## src/rtl/fetch_queue.sv

```systemverilog
// fetch_queue: fetch-to-decode FIFO; enq_* valid/ready in, deq_* valid/ready out (NOP bubble when empty), flush_i redirect, count_o/full_o/empty_o status
module fetch_queue #(
  parameter int AWIDTH = 32,
  parameter int DWIDTH = 32,
  parameter int DEPTH = 4,
  parameter bit BYPASS = 1'b0,
  parameter logic [DWIDTH-1:0] NOP_INSN = DWIDTH'(32'h00000013)
) (
  input  logic                         clk,
  input  logic                         reset,
  input  logic                         enq_valid_i,
  output logic                         enq_ready_o,
  input  logic [AWIDTH-1:0]            enq_pc_i,
  input  logic [DWIDTH-1:0]            enq_insn_i,
  output logic                         deq_valid_o,
  input  logic                         deq_ready_i,
  output logic [AWIDTH-1:0]            deq_pc_o,
  output logic [DWIDTH-1:0]            deq_insn_o,
  input  logic                         flush_i,
  output logic [$clog2(DEPTH+1)-1:0]   count_o,
  output logic                         full_o,
  output logic                         empty_o
);
  localparam int PW = $clog2(DEPTH);
  localparam int CW = $clog2(DEPTH+1);
  logic [AWIDTH+DWIDTH-1:0] mem_q [DEPTH];
  logic [AWIDTH+DWIDTH-1:0] head;
  logic [PW-1:0] rd_q, rd_d, wr_q, wr_d;
  logic [CW-1:0] count_q, count_d;
  logic empty, byp, wr_en, rd_en;
  always_comb begin
    empty = count_q == '0;
    byp = BYPASS && empty && enq_valid_i;
    enq_ready_o = count_q != CW'(DEPTH);
    deq_valid_o = !flush_i && (!empty || byp);
    head = byp ? {enq_pc_i, enq_insn_i} : mem_q[rd_q];
    deq_pc_o = deq_valid_o ? head[AWIDTH+DWIDTH-1:DWIDTH] : '0;
    deq_insn_o = deq_valid_o ? head[DWIDTH-1:0] : NOP_INSN;
    wr_en = !flush_i && enq_valid_i && enq_ready_o && !(byp && deq_ready_i);
    rd_en = deq_valid_o && deq_ready_i && !empty;
    wr_d = flush_i ? '0 : wr_q + PW'(wr_en);
    rd_d = flush_i ? '0 : rd_q + PW'(rd_en);
    count_d = flush_i ? '0 : count_q + CW'(wr_en) - CW'(rd_en);
    count_o = count_q;
    full_o = !enq_ready_o;
    empty_o = empty;
  end
  always_ff @(posedge clk) begin
    if (reset) begin
      rd_q <= '0;
      wr_q <= '0;
      count_q <= '0;
    end else begin
      rd_q <= rd_d;
      wr_q <= wr_d;
      count_q <= count_d;
    end
  end
  always_ff @(posedge clk)
    if (wr_en) mem_q[wr_q] <= {enq_pc_i, enq_insn_i};
  cover property (@(posedge clk) disable iff (reset) deq_ready_i && !deq_valid_o);
endmodule

```

## config.mk

```make
export PLATFORM = sky130hd
export DESIGN_NAME = fetch_queue
export DESIGN_NICKNAME = d
export VERILOG_FILES = /design/src/rtl/fetch_queue.sv
export SDC_FILE = /design/constraint.sdc
export NUM_CORES = 1
export LEC_CHECK = 0
export CAP_MARGIN = 20
export CELL_PAD_IN_SITES_DETAIL_PLACEMENT = 0
export CELL_PAD_IN_SITES_GLOBAL_PLACEMENT = 1
export CORE_UTILIZATION = 35
export DETAILED_ROUTE_END_ITERATION = 8
export MAX_ROUTING_LAYER = met4
export PLACE_DENSITY = 0.74
export SKIP_LAST_GASP = 1
export SYNTH_ARGS = -nofsm -noshare
export SYNTH_HDL_FRONTEND = slang
export SYNTH_SLANG_ARGS = --single-unit
```

## constraint.sdc

```tcl
create_clock -name clk -period 8.9 [get_ports clk]
set_input_delay 1.78 -clock clk [delete_from_list [all_inputs] [get_ports clk]]
set_output_delay 1.78 -clock clk [all_outputs]
set_load 0.02 [all_outputs]
```

# After elaboration in Yosys (flattened, before gate mapping)
# Memory sizes are Yosys's and may differ from the RTL's. A register that Yosys moved wholly into a read port is not among the register bits.
# Index checks and enable logic that the tools add are counted.
dict set report totals {
  reg_bits 7
  ram_bits 256
  input_bits 69
  output_inout_bits 71
  word_cells 24
  n_memories 1
}
# memory depth width read_ports rd_ports_with_merged_regs write_ports line_no
set mem_list {}
lappend mem_list {mem_q 4 64 1 1 1 26} ;# logic [AWIDTH+DWIDTH-1:0] mem_q [DEPTH];
dict set report classes {
  addsub 4
  n_eq_ne 1
  mux 5
  n_reduce_logical 10
}
# operator n
set op_table {}
lappend op_table {{$mux W32} 2}
lappend op_table {{$logic_and A1 B1 Y1} 5}
lappend op_table {{$add A2 B1 Y2} 2}
lappend op_table {{$add A3 B1 Y3} 1}
lappend op_table {{$logic_not A1 Y1} 3}
lappend op_table {{$logic_not A3 Y1} 1}
lappend op_table {{$ne A3 B3 Y1 const B} 1}
lappend op_table {{$sub A3 B1 Y3} 1}
lappend op_table {{$mux W1} 2}
lappend op_table {{$mux W2} 1}
lappend op_table {{$reduce_or A2 Y1} 1}

# Logic depth before layout (Yosys ltp)
dict set report depth {
  ltp_word 7
  mapped_depth 8
  mapped_depth_nobuf 6
}

# Worst setup path after synthesis
# OpenSTA, ideal clock, no wires.
dict set report synth_timing {
  path_kind {input to register}
  startpoint {input flush_i}
  endpoint {memory mem_q[1][0] (netlist bit) (enable)}
  arrival_time_ns 8.579
  path_slack_ns -0.345
  cell_stages 2
  path_buffers 0
  cell_sequence {nand2b_1 > nor4b_1}
}
dict set report synth_via {
  elab_chain_cells 5
}
# item line_no
set synth_lines {}
lappend synth_lines {{start, declared} 19} ;# input logic flush_i,
lappend synth_lines {{$logic_not A1 Y1} 39} ;# wr_en = !flush_i && enq_valid_i && enq_ready_o && !(byp && deq_ready_i);
lappend synth_lines {{$logic_and A1 B1 Y1 (2 in series)} 39}
lappend synth_lines {{$mux W1} 60} ;# if (wr_en) mem_q[wr_q] <= {enq_pc_i, enq_insn_i};
lappend synth_lines {{$mux W1 (implied by the code)} 60}
lappend synth_lines {{end, declared} 26}
# Every way passes these cells.

# Worst setup path after layout
dict set report layout_timing {
  startpoint {input flush_i}
  endpoint {output deq_pc_o[0]}
}
dict set report layout_via {
  elab_chain_cells 3
}
# item line_no
set layout_lines {}
lappend layout_lines {{$logic_not A1 Y1} 35} ;# deq_valid_o = !flush_i && (!empty || byp);
lappend layout_lines {{$logic_and A1 B1 Y1} 35}
lappend layout_lines {{$mux W32} 37} ;# deq_pc_o = deq_valid_o ? head[AWIDTH+DWIDTH-1:DWIDTH] : '0;
lappend layout_lines {{end, declared} 17} ;# output logic [AWIDTH-1:0] deq_pc_o,
# Every way passes these cells.

==> metrics.cfg <==
[yosys]
synth_nets=533
synthAdderAreaFrac_pct=0.443
post_synth_instance_area_mm2=0.0102
synth_top_family_by_area=multiplexers
xor_xnor_cell_area_share_of_the_yosys_netlist_pct=0.320
synth.distinct_cells=31
synth_compound_gate_area_share_pct=0.431
postSynthCellCount=461
ys_ff_latch=263
ys_warn_count=0
yosys-mux-area-fraction_pct=14.5
synth_sequential_area_ratio_pct=77.0
yosys.area_share.simple_pct=5.22
synthesis.area_per_instance_um2=22.1

[detailed_routing]
detail_route.wl_per_cell_um=19.8
dr.pass1.iters=4
drt_iter0_drc=309
route.detailed.drc=0
antenna_violating_nets_post_route=0
via_count=5046
finalWirelength_um=20100
via_density_per_instance=4.96

[worst_setup_path]
critical_path.top_delay_family=buffers and inverters
timing.critical_path.to_type=output port
cp_slowest_cell=sky130_fd_sc_hd__inv_2
crit_arrival_ns=4.24
startpoint_type=input pin
timing.critical_path.fanout_max=62
cp.buffers_inverters=3
cp.required_ns=7.12
worst_path_most_repeated_cell=sky130_fd_sc_hd__clkdlybuf4s50_1
criticalPathCategory=input pin to output port
cell_chain_critical_path=clkdlybuf4s50_1 -> inv_2 -> and3_1 -> clkdlybuf4s50_1
delay_of_the_slowest_cell_on_the_worst_path_ns=0.81

[clock_tree]
worstSkewPairLatency_ns=0.53
ctsRootBufferMaster=sky130_fd_sc_hd__clkbuf_16
path_clk_slew_ns=0.06
clock_sinks=263
post_cts_hold_buffer_count=0
cts_buffer_depth=3
tritoncts=done
cts_buffers=29
cts_resized=0
cts_max_level=1
cts_setup_buffers=0

[floorplan]
die-area_mm2=0.0297
die_w_um=172
die-height_um=172
start_util_pct=35.5
floorplan.rows=62
top_level_ports=140
fp.coreArea_mm2=0.0286

[place]
detailedPlace.worstSlack_ns=2.84
finalWeightedCongestion=0.745
post-place-cells=963
placement.io_buffers=139
post-dp-hpwl_um=11600

[timing]
rsz0062_at_grt=false
finalSetupViolations=0
finalWorstPathRequiredPeriod_ns=6.02
number_of_endpoints_with_negative_hold_slack_in_the_final_report=0
timing.fmax_mhz=166
postLayoutSetupSlackWorst_ns=2.88
slew_headroom_pct=32.4
tns_ns=0
clock-skew-final_ns=0.0153
final-max-slew-violation-count=0
worst_pin_slew_ns=1.01
final_cycle_utilization_of_the_critical_path_pct=67.6

[power]
cellPowerDensity_mw_per_mm2=205
internal-power_uw=2120
largest_vdd_supply_drop_mv=0.140
power.share.sequential_pct=52.2
power.leakage_uw=0.00422
p_sw_uw=528
combPwrFrac_pct=4.4
power_switching_share_pct=19.9
relative_contribution_of_the_clock_network_to_total_power_pct=43.4

[job]
drv.max_cap_violation_count=0

[grt]
grtUsageTotal_pct=14.1
grt_overflow_total=0
antenna_violations_before_repair=0
grt_pass1_wl_um=30800
grt_pass1_vias=5375
maximum_number_of_pins_on_one_net_before_global_route_repair=67

[final_layout]
fin_cells=1017
multi_input_comb_area_mm2=0.00215
antenna_cells_inserted=0
n_fill_cell=2425
layout_common_cells=256 x sky130_fd_sc_hd__edfxtp_1, 139 x sky130_fd_sc_hd__clkdlybuf4s50_1, 64 x sky130_fd_sc_hd__mux4_2
layout_commonest_cell=sky130_fd_sc_hd__edfxtp_1
fin_nets=683
syn_to_final_growth_pct=26.8
register_area_mm2=0.00784
layout-drive-gt1-share_pct=20.1

[outcome]
outcome=finished, final reports clean

[worst_hold_path]
hold_path.class=flop to flop

[synthesized netlist by cell type]
master | n | area (um2)
sky130_fd_sc_hd__edfxtp_1 | 256 | 7690
sky130_fd_sc_hd__mux4_2 | 64 | 1440
sky130_fd_sc_hd__and3_1 | 61 | 382
sky130_fd_sc_hd__clkbuf_1 | 14 | 52.6
sky130_fd_sc_hd__buf_2 | 9 | 45.0
sky130_fd_sc_hd__dfxtp_1 | 7 | 140
sky130_fd_sc_hd__inv_1 | 5 | 18.8
sky130_fd_sc_hd__nor2_1 | 5 | 18.8
sky130_fd_sc_hd__nor3_1 | 5 | 25.0
sky130_fd_sc_hd__buf_12 | 4 | 80.1
sky130_fd_sc_hd__or3_1 | 4 | 25.0
sky130_fd_sc_hd__and2_1 | 3 | 18.8
sky130_fd_sc_hd__buf_1 | 2 | 7.51
sky130_fd_sc_hd__ha_1 | 2 | 25.0
sky130_fd_sc_hd__mux2_2 | 2 | 22.5
sky130_fd_sc_hd__nor3b_1 | 2 | 15.0
sky130_fd_sc_hd__nor4b_1 | 2 | 17.5
sky130_fd_sc_hd__a2111oi_0 | 1 | 8.76
sky130_fd_sc_hd__buf_6 | 1 | 11.3
sky130_fd_sc_hd__fa_1 | 1 | 20.0
sky130_fd_sc_hd__mux2i_1 | 1 | 10.0
sky130_fd_sc_hd__nand2_1 | 1 | 3.75
sky130_fd_sc_hd__nand2b_1 | 1 | 6.26
sky130_fd_sc_hd__nor3b_2 | 1 | 12.5
sky130_fd_sc_hd__nor4_1 | 1 | 6.26
sky130_fd_sc_hd__o2111ai_1 | 1 | 8.76
sky130_fd_sc_hd__o211a_1 | 1 | 10.0
sky130_fd_sc_hd__o311ai_0 | 1 | 8.76
sky130_fd_sc_hd__o31ai_1 | 1 | 7.51
sky130_fd_sc_hd__xnor2_1 | 1 | 8.76
sky130_fd_sc_hd__xor3_1 | 1 | 23.8
[per-stage QoR]
stage / total power (uW) / instance area, um2 / util (%) / hold slack [ns]
2_1_floorplan: 1460 / 10200 / - / 0.551
3_3_place_gp: 1520 / 11900 / 41.7 / 0.618
3_5_place_dp: 1530 / 11900 / 41.7 / 0.615
4_1_cts: 2680 / 12900 / 45.0 / 0.629
5_1_grt: 2740 / 12900 / 45.0 / 0.696
6_report: 2650 / 12900 / 45.0 / 0.631
[cell type report]
class                   count  share of cell area [%]
clock buffers              33                    5.74
clock inverters            20                    1.42
inverters                   5                   0.146
multi-input cells         163                    16.7
flip-flops and latches    263                    60.8
well taps                 384                    3.73
repair buffers            149                    11.5
[routing by layer]
metal	track usage, %	routed length, um	vias to the layer above
li1	-	-	2239
met1	17.6	8590	2624
met2	23.8	10100	145
met3	2.54	1100	38
met4	3.77	369	0
met5	-	0	-
[sequential cells by signal, indices dropped and copies added, names as in the netlist]
| name | flops |
|---|---|
| count_o | 3 |
| mem_q | 256 |
| rd_q | 2 |
| wr_q | 2 |
[cell families (layout without fill, tap and decap cells)]
logic type,Yosys count,in the layout
buf+inv,35,207
simple gates,86,86
mux,67,67
flops,263,263
xor+xnor,2,2
fa+ha+maj,3,3
compound gates,5,5
[worst min-delay path, stage by stage, from the launching register on]
cell and delay, ns:
sky130_fd_sc_hd__dfxtp_1 0.37, sky130_fd_sc_hd__xnor2_1 0.17, sky130_fd_sc_hd__nor3_1 0.04
[power groups by stage]
| stage | clock network [uW] | logic (uW) | registers, uW |
|---|---|---|---|
| final | 1150 | 116 | 1380 |
| after global routing | 1230 | 124 | 1390 |
| after CTS | 1180 | 116 | 1380 |
| after detailed placement | 0 | 116 | 1410 |
| after global placement | 0 | 111 | 1410 |
| after floorplan | 0 | 48.3 | 1410 |
[path summary, 6_finish.rpt]
path	cells after the start	start	slack [ns]	endpoint
setup / recovery	4	flush_i	2.88	deq_pc_o[0]
hold / removal	2	wr_q[1]	0.63	wr_q[1]
hold reg to reg	2	wr_q[1]	0.63	wr_q[1]
setup reg to reg	6	count_o[1]	6.58	count_o[2]
Note: power is estimated with default switching activity, not from simulation.
